--- src/rtl/ps2_key_test_pkg.sv ---
// Shared types and helpers for the PS/2 keyboard-to-UART hex echo block.
package ps2_key_test_pkg;

    typedef enum logic [1:0] {
        RX_IDLE  = 2'd0,
        RX_SHIFT = 2'd1,
        RX_DONE  = 2'd2
    } rx_state_t;

    typedef enum logic [1:0] {
        TX_IDLE  = 2'd0,
        TX_START = 2'd1,
        TX_DATA  = 2'd2,
        TX_STOP  = 2'd3
    } tx_state_t;

    localparam logic [7:0] SPACE_CHAR = 8'h20;

    // Uppercase ASCII hex digit for a nibble.
    function automatic logic [7:0] hex_ascii(input logic [3:0] nib);
        if (nib < 4'd10) begin
            return 8'h30 + {4'h0, nib};
        end
        return 8'h37 + {4'h0, nib};
    endfunction

endpackage

--- src/rtl/ps2_key_test_ps2_rx.sv ---
// PS/2 frame receiver: synchronizers, clock glitch filter and frame FSM.
module ps2_rx
    import ps2_key_test_pkg::*;
#(
    parameter int unsigned FILTER_STEPS   = 2,
    parameter int unsigned TIMEOUT_CYCLES = 200_000
) (
    input  logic       i_clk,
    input  logic       i_rst,
    input  logic       i_ps2_clk,
    input  logic       i_ps2_data,
    output logic       rx_done,
    output logic [7:0] dout,
    output logic       parity
);

    localparam int unsigned FILT_W = $clog2(FILTER_STEPS + 1);
    localparam int unsigned TO_W   = $clog2(TIMEOUT_CYCLES + 1);
    localparam logic [FILT_W-1:0] FILT_LAST = FILT_W'(FILTER_STEPS - 1);
    localparam logic [TO_W-1:0]   TO_LAST   = TO_W'(TIMEOUT_CYCLES - 1);

    logic [1:0]        r_clk_sync;
    logic [1:0]        r_data_sync;
    logic              r_filt;
    logic [FILT_W-1:0] r_filt_cnt;
    rx_state_t         r_state;
    rx_state_t         w_state_next;
    logic [3:0]        r_bit_cnt;
    logic [TO_W-1:0]   r_to_cnt;
    logic [7:0]        r_shift;
    logic              r_parity;
    logic              w_clk_s;
    logic              w_data_s;
    logic              w_fall;

    assign w_clk_s  = r_clk_sync[1];
    assign w_data_s = r_data_sync[1];
    // Falling edge is the cycle the filter commits a high-to-low change.
    assign w_fall   = r_filt && !w_clk_s && (r_filt_cnt == FILT_LAST);

    always_ff @(posedge i_clk) begin
        if (i_rst) begin
            r_clk_sync  <= 2'b11;
            r_data_sync <= 2'b11;
        end else begin
            r_clk_sync  <= {r_clk_sync[0], i_ps2_clk};
            r_data_sync <= {r_data_sync[0], i_ps2_data};
        end
    end

    always_ff @(posedge i_clk) begin
        if (i_rst) begin
            r_filt     <= 1'b1;
            r_filt_cnt <= '0;
        end else if (w_clk_s == r_filt) begin
            r_filt_cnt <= '0;
        end else if (r_filt_cnt == FILT_LAST) begin
            r_filt     <= w_clk_s;
            r_filt_cnt <= '0;
        end else begin
            r_filt_cnt <= r_filt_cnt + FILT_W'(1);
        end
    end

    always_ff @(posedge i_clk) begin
        if (i_rst) begin
            r_state <= RX_IDLE;
        end else begin
            r_state <= w_state_next;
        end
    end

    always_comb begin
        w_state_next = r_state;
        case (r_state)
            RX_IDLE: begin
                if (w_fall && !w_data_s) begin
                    w_state_next = RX_SHIFT;
                end
            end
            RX_SHIFT: begin
                if (w_fall && (r_bit_cnt == 4'd9)) begin
                    w_state_next = w_data_s ? RX_DONE : RX_IDLE;
                end else if (!w_fall && (r_to_cnt == TO_LAST)) begin
                    w_state_next = RX_IDLE;
                end
            end
            RX_DONE: w_state_next = RX_IDLE;
            default: w_state_next = RX_IDLE;
        endcase
    end

    always_comb begin
        rx_done = (r_state == RX_DONE);
    end

    // Bits 0-7 data, 8 parity, 9 stop; the start bit is consumed in IDLE.
    always_ff @(posedge i_clk) begin
        if (i_rst) begin
            r_bit_cnt <= '0;
            r_to_cnt  <= '0;
            r_shift   <= '0;
            r_parity  <= 1'b0;
        end else if (r_state != RX_SHIFT) begin
            r_bit_cnt <= '0;
            r_to_cnt  <= '0;
        end else if (w_fall) begin
            r_to_cnt  <= '0;
            r_bit_cnt <= r_bit_cnt + 4'd1;
            if (r_bit_cnt < 4'd8) begin
                r_shift <= {w_data_s, r_shift[7:1]};
            end else if (r_bit_cnt == 4'd8) begin
                r_parity <= w_data_s;
            end
        end else begin
            r_to_cnt <= r_to_cnt + TO_W'(1);
        end
    end

    assign dout   = r_shift;
    assign parity = r_parity;

endmodule

--- config.mk ---
export PLATFORM = sky130hd
export DESIGN_NAME = ps2_rx
export DESIGN_NICKNAME = d
export VERILOG_FILES = /design/src/rtl/ps2_key_test_pkg.sv /design/src/rtl/ps2_key_test_ps2_rx.sv
export SDC_FILE = /design/constraint.sdc
export NUM_CORES = 1
export LEC_CHECK = 0
export CORE_MARGIN = 2
export CORE_UTILIZATION = 55
export DETAILED_ROUTE_END_ITERATION = 10
export DONT_BUFFER_PORTS = 1
export PLACE_DENSITY_LB_ADDON = 0.25
export SYNTH_ARGS = -nofsm -noshare
export SYNTH_HDL_FRONTEND = slang
export SYNTH_SLANG_ARGS = --single-unit
--- constraint.sdc ---
create_clock -name i_clk -period 1.35 [get_ports i_clk]
set_input_delay 0.27 -clock i_clk [delete_from_list [all_inputs] [get_ports i_clk]]
set_output_delay 0.27 -clock i_clk [all_outputs]
set_load 0.1 [all_outputs]
==> reports/qor.yml <==
sta:
  hold_viol_final: 0
  drv_slew: 0
  finalSetupTns_ps: 0
  setup_viol: 0
  max-slew-margin-rel: 0.7101
  rsz0062_at_grt: "true"
  fmax_ghz: 0.7472
  worst_pin_slew_ps: 433.4
  finClkSkew_ps: 9.060
  fin_crit_sh: 0.9914
  fin_crit_ps: 1338
finish:
  final_layout_size_suffix_gt1_frac: 0.3430
  instances_no_fill: 238
  synthToLayoutAreaGrowth_pct: 28.57
  fill_cells: 186
  n_antenna_cell: 0
  final_util: 0.7627
  final_cell_mix: "nor2_1, dfxtp_1, buf_4"
  nets: 215
detailed_routing:
  viasPerCell: 5.601
  drt_pass1_iterations: 4
  drtIter0Drc: 57
  ant_nets: 0
  wl_per_cell_um: 14.54
  drc: 0
  wl_um: 3461
  via_count: 1333
pwr:
  clkPwrFrac: 0.415
  powerDensity_nw_per_um2: 974.1
  internal-power_mw: 1.692
  ir_drop_mv: 0.7135
  p_sw_frac: 0.1882
  seqPwrFrac: 0.570
  power.switching_mw: 0.3922
  p_comb_frac: 0.015
  p_leak_nw: 0.8319
critical_path:
  ff2ff_path_depth: 4
  cp-end-kind: "output pin"
  path_cells: "nor2b_4 > buf_12"
  cp_max_fo: 3
  worst-setup-path-type: "flop to output pin"
  start_kind: "flop"
  cp.required_ps: 1080
  r2r_slack_ps: 20
  worstReg2RegStart: "r_to_cnt[0]"
  reg2reg_to: "r_to_cnt[17]"
  critical_path_arrival_ps: 1070
  critPathMaxStageDelay_ps: 360
  cpMaxStageDelayCell: "dfxtp_2"
global_routing:
  grt-ovfl-total: 0
  gr-max-usage-layer: "met2"
  antenna_found_initial: 0
  grt_max_degree: 19
  met3_usage: 0.06550
  met1_usage: 0.2708
  groute.usage.overall: 0.2272
  globalRouteMet2Util: 0.3873
  grt_pass1_vias: 1357
  grt_pass1_wl_um: 5947
floorplanning:
  die_w_um: 59.01
  initial_core_util: 0.5932
  die_y_um: 59.01
  io_pins: 14
  rows: 19
  die-area_um2: 3482
  core-area_um2: 2805
clocking:
  cts.sinks: 40
  root_buffer: "clkbuf_4"
  path_clk_slew_ps: 110
  clk_path_buf_depth: 2
  cts_buffers: 5
  cts_tree: "built"
  worst_skew_pair.late_latency_ps: 340
  cts-htree-levels: 2
logic_synthesis:
  syn_inst: 174
  syn-num-nets: 183
  synth-seq-area-share: 0.4812
  avgSynthCellArea_um2: 9.564
  yosys.area.top_type_share: 0.4812
  ys_ff_latch: 40
  synth.area.top_cells: "dfxtp_1, nor2_1, xor2_1"
  yosysWarnings: 0
  netlist_area_um2: 1664
  ys_types: 33
  yosysTopAreaCell: "dfxtp_1"
min_path:
  hold_end: "r_clk_sync[0]"
  min_from: "i_ps2_clk"
  whs_path_depth: 1
  min_path_type: "input pin to flop"
outcome:
  status: "completed"
place:
  io_buffers: 0
  gp_congestion: 0.8516
  hpwl_um: 2462
  dp.cells: 226
flow_run:
  maxCapViolCount: 0
-- worst max-delay path by stage --
stage	start	endpoint	slack, ps	cells past startpoint
detailed placement	r_clk_sync[1]	dout[0]	-20	7
global route	r_clk_sync[1]	dout[7]	-40	7
finish	r_state[1]	rx_done	10	2
CTS	r_to_cnt[6]	r_to_cnt[17]	5	4
global placement	r_clk_sync[1]	dout[7]	40	7
floorplan	r_state[1]	rx_done	-60	1
-- layout make-up --
| cell class | count | area (µm²) | share of cell area |
|---|---|---|---|
| inverter | 5 | 18.77 | 0.008772 |
| clock inverter | 1 | 30.03 | 0.01404 |
| multi-input combinational | 122 | 885.9 | 0.4140 |
| clock buffer | 7 | 65.06 | 0.03041 |
| tap | 31 | 38.79 | 0.01813 |
| sequential | 40 | 817.0 | 0.3819 |
| timing repair buffer | 32 | 284.0 | 0.1327 |
-- state kept, by name, summed over array words and instances (netlist names) --
| name | count |
|---|---|
| r_to_cnt | 18 |
| dout | 8 |
| r_bit_cnt | 4 |
| r_clk_sync | 2 |
| r_data_sync | 2 |
| r_filt_cnt | 2 |
| r_state | 2 |
| parity | 1 |
| r_filt | 1 |
-- through the flow --
stage / hold slack [ps] / setup slack (ps) / instance area (µm²) / power [mW]
after floorplan: 373.8 / -57.47 / 1690 / 1.238
after global placement: 343.5 / 41.47 / 1941 / 1.235
after detailed placement: 345.2 / -15.31 / 1941 / 1.236
after CTS: -36.95 / 4.786 / 2044 / 2.095
after global routing: 9.815 / -40.41 / 2140 / 2.150
final: 25.12 / 11.60 / 2140 / 2.084
-- per-layer routing --
layer | up-vias | wire length [µm]
met5 | - | 0
met4 | 0 | 81
met3 | 11 | 129
met2 | 25 | 1711
met1 | 636 | 1538
li1 | 661 | -
-- cells in the mapped netlist --
cell / instances
nand2b_1: 3
o211ai_1: 2
mux2i_1: 9
o21ai_1: 1
inv_1: 5
or2_2: 4
nand4_4: 1
a211oi_1: 1
nor2b_1: 2
buf_2: 1
nor4_1: 3
nor3_4: 1
xor2_1: 12
and2_1: 3
nor2_1: 29
and3_1: 3
nand3_1: 6
a21oi_1: 4
nor4bb_1: 1
nand4_1: 7
buf_6: 1
nand2_1: 8
nand4_2: 1
xnor2_1: 3
and4b_1: 2
and4_1: 1
clkbuf_1: 5
or4_1: 1
dfxtp_1: 40
and4_4: 1
ha_1: 5
or3_1: 4
o21ai_0: 4
-- kinds of logic after synthesis --
family          after synthesis  synth area share
simple gates                 81            0.2752
flops                        40            0.4812
xor+xnor                     15           0.07895
compound gates               12           0.04060
buf+inv                      12           0.03233
mux                           9           0.05414
fa+ha+maj                     5           0.03759
-- repair_timing --
item,4_1_cts,5_1_grt
setup endpoints to repair,11,16
setup buffers,0,3
resized for setup,4,23
hold endpoints to repair,11,11
cloned,0,0
pin swaps,1,6
-- power groups by stage --
stage,clock [mW],combinational (mW),sequential (mW)
floorplan,0,0.0224,1.22
global placement,0,0.0181,1.22
detailed placement,0,0.0195,1.22
CTS,0.885,0.0195,1.19
global route,0.926,0.0346,1.19
finish,0.865,0.0306,1.19
-- critical path: cells and delay by family, from the launching register on --
kind | cells | cell delay (ps)
buffers and inverters | 1 | 180
and+or+nand+nor | 1 | 170
DFF | 1 | 360
Note: power is estimated with default switching activity, not from simulation.
